===== src/rtl/share_split_pkg.sv =====
// Shared masking definitions: splitter FSM states, default share geometry
// and the packed share-array typedef used by the splitter and its users.
package share_split_pkg;

  typedef enum logic [1:0] {
    IDLE    = 2'd0,
    COLLECT = 2'd1,
    OUTPUT  = 2'd2
  } split_state_e;

  localparam int DEF_NUM_SHARES    = 3;
  localparam int DEF_ELEMENT_WIDTH = 8;

  // Element i of the packed array is share i; modules redeclare this
  // pattern locally with their own NUM_SHARES / ELEMENT_WIDTH.
  typedef logic [DEF_NUM_SHARES-1:0][DEF_ELEMENT_WIDTH-1:0] share_arr_t;

  function automatic int cnt_width(input int n);
    return (n > 1) ? $clog2(n) : 1;
  endfunction

endpackage


===== src/rtl/share_split.sv =====
// Splits an unmasked value into NUM_SHARES Boolean shares: shares 0..N-2 are
// fresh RNG words, the last share is the value XORed with all of them.
module share_split
  import share_split_pkg::*;
#(
  parameter int NUM_SHARES    = DEF_NUM_SHARES,
  parameter int ELEMENT_WIDTH = DEF_ELEMENT_WIDTH
) (
  input  logic                                in_clk,
  input  logic                                in_rst_n,
  input  logic [ELEMENT_WIDTH-1:0]            in_value,
  input  logic                                in_valid,
  output logic                                out_ready,
  input  logic [ELEMENT_WIDTH-1:0]            in_rand,
  input  logic                                in_rand_valid,
  output logic                                out_rand_ready,
  output logic [NUM_SHARES*ELEMENT_WIDTH-1:0] out_shares,
  output logic                                out_valid,
  input  logic                                in_ready
);

  localparam int CNT_W = cnt_width(NUM_SHARES);
  localparam logic [CNT_W-1:0] LAST_K =
    (NUM_SHARES > 1) ? CNT_W'(NUM_SHARES - 2) : '0;
  localparam split_state_e LOAD_STATE = (NUM_SHARES > 1) ? COLLECT : OUTPUT;

  typedef logic [NUM_SHARES-1:0][ELEMENT_WIDTH-1:0] share_vec_t;

  split_state_e       state, state_next;
  logic [CNT_W-1:0]   cnt;
  logic [ELEMENT_WIDTH-1:0] acc;
  share_vec_t         share_q;
  share_vec_t         share_out;
  logic               in_xfer, rand_xfer, out_xfer, rand_last;

  // Handshakes and next state. out_ready is gated by reset so nothing is
  // offered upstream while the block is held in reset.
  always_comb begin
    out_valid      = (state == OUTPUT);
    out_rand_ready = (state == COLLECT);
    out_ready      = in_rst_n && ((state == IDLE) || ((state == OUTPUT) && in_ready));
    in_xfer        = in_valid && out_ready;
    rand_xfer      = in_rand_valid && out_rand_ready;
    out_xfer       = out_valid && in_ready;
    rand_last      = rand_xfer && (cnt == LAST_K);

    state_next = state;
    unique case (state)
      IDLE:    if (in_xfer)   state_next = LOAD_STATE;
      COLLECT: if (rand_last) state_next = OUTPUT;
      OUTPUT:  if (out_xfer)  state_next = in_xfer ? LOAD_STATE : IDLE;
      default:                state_next = IDLE;
    endcase
  end

  always_ff @(posedge in_clk or negedge in_rst_n) begin
    if (!in_rst_n) state <= IDLE;
    else           state <= state_next;
  end

  // In COLLECT and IDLE/OUTPUT the two transfer kinds are mutually exclusive,
  // so a new value load never races a random-word update.
  always_ff @(posedge in_clk or negedge in_rst_n) begin
    if (!in_rst_n) begin
      // NOTE: the share registers are reset like any other state because a
      // discarded sharing must never be visible on out_shares after reset.
      cnt     <= '0;
      acc     <= '0;
      share_q <= '0;
    end else if (in_xfer) begin
      // NOTE: sequential state uses non-blocking '<=' so every register
      // samples pre-edge values regardless of statement order.
      acc <= in_value;
      cnt <= '0;
    end else if (rand_xfer) begin
      acc <= acc ^ in_rand;
      cnt <= cnt + CNT_W'(1);
      for (int i = 0; i < NUM_SHARES - 1; i++) begin
        if (cnt == CNT_W'(i)) share_q[i] <= in_rand;
      end
    end
  end

  // The final share is the accumulator itself; no extra register needed.
  always_comb begin
    share_out                 = share_q;
    share_out[NUM_SHARES-1]   = acc;
  end

  assign out_shares = share_out;

endmodule

===== config.mk =====
export PLATFORM = sky130hd
export DESIGN_NAME = share_split
export DESIGN_NICKNAME = d
export VERILOG_FILES = /design/src/rtl/share_split_pkg.sv /design/src/rtl/share_split.sv
export SDC_FILE = /design/constraint.sdc
export NUM_CORES = 1
export LEC_CHECK = 0
export ABC_AREA = 1
export CORE_MARGIN = 3
export CORE_UTILIZATION = 47
export DETAILED_ROUTE_END_ITERATION = 16
export PLACE_DENSITY = 0.91
export SYNTH_ARGS = -nofsm -noshare
export SYNTH_HDL_FRONTEND = slang
export SYNTH_SLANG_ARGS = --single-unit
export TNS_END_PERCENT = 100

===== constraint.sdc =====
create_clock -name in_clk -period 3.3 [get_ports in_clk]
set_input_delay 0.66 -clock in_clk [delete_from_list [all_inputs] [get_ports in_clk]]
set_output_delay 0.66 -clock in_clk [all_outputs]
set_load 0.1 [all_outputs]

==> results.txt <==
----------------------------------------------------
[Worst setup path]
  CP endpoint kind ... output pin
  Startpoint types ... primary input
  Type of the worst setup path ... primary input to output pin
  CP Max Fanout ... 10
  Data required time of the critical path ... approximately 2600 ps
  Worst Reg-to-Reg Cells ... 5
  Arrival @ worst endpoint ... between 1500 and 2000 ps

[Job]
  Max-cap violations ... 0

[STA]
  Final max-slew violation count ... 0
  Top achievable clock speed ... 388.5 MHz
  Total Neg Setup Slack ... 0 ps
  Setup repair after global routing missed its margin ... no
  Relative slew slack ... 72.71%
  Final hold vios ... 0
  Clock tree skew after final layout ... 3.139 ps
  Total of endpoints with negative setup slack in the final report ... 0
  Tcrit/Tclk final ... 78.01%
  Transition at the pin with the smallest max-transition slack ... approximately 400 ps
  Minimum clock period ... 2574 ps

[Cells and area]
  Count of antenna diodes in the layout ... 0
  Number of fill cells ... 172
  Footprint of the multi-input gates ... 534.3 um^2
  Fraction of layout cells with a size suffix above 1 ... 25.67%
  Growth of design area from synthesis to finish ... 33.18%
  Final net count ... about 210
  Utilization after layout ... 69.03%
  Flip-flop and latch area ... ~700 um^2

[Detailed routing]
  Final ANT Viol Nets ... 0
  TritonRoute pass-1 iters ... 4
  Routed wire per std cell ... ~14 um
  Overall routed net length ... roughly 3000 um
  Avg Vias per Cell ... 5.267
  Number of vias after detailed routing ... 1143
  1st-iter DRT viols ... 40
  Remaining DRCs ... 0

[Yosys]
  Post-synthesis cell type count ... 20
  Avg Inst Size Synth ... ~9.5 um^2
  Xor-xnor portion of the synthesized cell area ... 5.219%
  Fraction of synthesized cell area taken by the top area cell type ... 52.19%
  Netlist area before placement ... 1343 um^2
  Number of cells produced by synthesis ... 142
  Fraction of registers with async set or reset after synthesis ... 100.0%
  Simple-gate area share of the yosys netlist ... 23.77%
  Largest family of logic cells by synthesized area ... simple AND/OR/NAND/NOR gates
  Number of register bits inferred by synthesis ... 28
  Primary flip-flop cell chosen by synthesis mapping ... dfrtp_1
  Compound-Gate Fraction of Synth Area ... 8.947%
  Top area cells in the synthesized netlist ... dfrtp_1, nand2_1, nand3_1
  Yosys warns ... 0
  Post-synthesis sequential area ratio ... 52.19%
  Proportion of synthesized area in mux cells ... 0%
  Adder-Cell Fraction of Synth Area ... 1.864%
  Cell types with the highest counts after synthesis ... dfrtp_1, nand2_1, nand3_1
  Number of synthesized flops with an enable pin ... 0
  Most area-hungry cell type in the Yosys netlist ... dfrtp_1
  Syn nets ... 165

[Clock network]
  # hold bufs at CTS ... 0
  Total clock sinks ... 28
  CTS-repair resized insts ... 0
  Clock-pin transition on the worst setup and hold timing paths ... roughly 150 ps
  Inserted Clock Buffers ... 3
  Clock Tree Root ... clkbuf_4
  Clock tree from TritonCTS ... built
  Buffer levels on the longest clock path ... 2
  Setup repair bufs after CTS ... 0
  Number of levels in the clock H-tree ... 1
  Insertion delay to the later sink of the worst-skew pair ... 330 ps

[GRT]
  Global-route usage over all layers ... 18.33%
  Initial antenna violation count ... 0
  Pin count of the biggest net entering global routing ... 29
  Global-route wire length before repair ... 4940 um
  Residual overflow from global routing ... 0
  Number of global-route vias before repair ... between 1000 and 1500

[Hold path]
  Type of the most critical hold path ... flop to flop
  Number of cells on the worst hold path ... 2

[Die]
  Die area ... about 3500 um^2
  Effective utilization at floorplan ... 51.84%
  Die Y-Extent ... 59.45 um
  Width of the chip ... 59.45 um
  Count of pins on the block boundary ... 48
  Core Area ... 2590 um^2
  Site Rows ... 18

[Outcome]
  Run status ... finished clean

[Placed design]
  Hpwl dp ... ~2300 um
  Number of buffer cells added on primary ports ... 47
  Routability cong. ... 0.7733

----------------------------------------------------
==> worst max-delay path, cell delays in order <==
cell	delay, ps
clkdlybuf4s50_1	480
inv_1	50
nor2_2	290
and2_1	240
buf_12	180
==> stage by stage <==
stage	area [um^2]	hold WS (ps)	std cells	setup WS, ps
2_1_floorplan	1343	364.4	142	833.6
3_3_place_gp	1752	468.9	213	786.3
3_5_place_dp	1752	477.2	213	723.7
4_1_cts	1788	511.2	217	715.5
5_1_grt	1788	533.6	217	645.3
6_report	1788	508.2	217	725.7
==> registers in the layout, summed over array words and instances, names as in the netlist <==
signal	cells
state	2
cnt	2
out_shares	16
acc	8
==> cells by family (layout without fill, tap and decap cells) <==
logic type	count (synthesis)	in the layout
AO/OA/AOI/OAI	18	18
XOR/XNOR	8	8
adder cells (fa/ha/maj)	2	2
buffers and inverters	22	67
flip-flops	28	28
AND/OR/NAND/NOR	64	64
==> per-layer routing <==
| metal | track usage [%] | vias to the layer above | share of wire [%] |
|---|---|---|---|
| li1 | - | 557 | - |
| met2 | 32.45 | 49 | 51 |
| met5 | 0 | - | 0 |
| met4 | 4.854 | 0 | 0.84 |
| met1 | 22.49 | 533 | 40 |
| met3 | 3.704 | 4 | 8.1 |
==> worst paths after layout <==
path / startpoint / to / slack (ps)
worst max register to register: state[1]$_DFFE_PN0P_ / out_shares[9]$_DFFE_PN0P_ / 1830
worst min-delay path: out_shares[5]$_DFFE_PN0P_ / out_shares[5]$_DFFE_PN0P_ / 510
worst min register to register: out_shares[5]$_DFFE_PN0P_ / out_shares[5]$_DFFE_PN0P_ / 510
min in group asynchronous: in_rst_n / state[0]$_DFFE_PN0P_ / 730
max in group asynchronous: in_rst_n / out_shares[7]$_DFFE_PN0P_ / 2330
worst max-delay path: in_rst_n / out_ready / 730
==> final cells by class <==
| cell class | count | area share, % |
|---|---|---|
| clock buffer | 4 | 2.029 |
| inverter | 15 | 3.149 |
| multi-input combinational | 92 | 29.88 |
| tap | 30 | 2.099 |
| sequential | 28 | 39.19 |
| timing repair buffer | 48 | 23.65 |
==> cell usage in the layout (no fill, tap or decap) <==
cell             instances
clkbuf_8                 1
nand2_4                  1
nand2_1                 28
inv_1                   15
and2_1                   1
nor2_1                   1
clkbuf_4                 3
o21ai_0                 10
nand4_1                  8
nand2_2                  4
buf_4                   27
nand3_2                  1
dfrtp_1                 28
clkdlybuf4s50_1         20
nor2_4                   1
nor2_2                   1
o21ai_2                  8
ha_1                     2
buf_12                   1
nand3_1                 18
xor2_1                   8
Power is left out: the tool's default activity adds up to more than one toggle a clock period on the data nets, which glitch-free logic cannot reach.
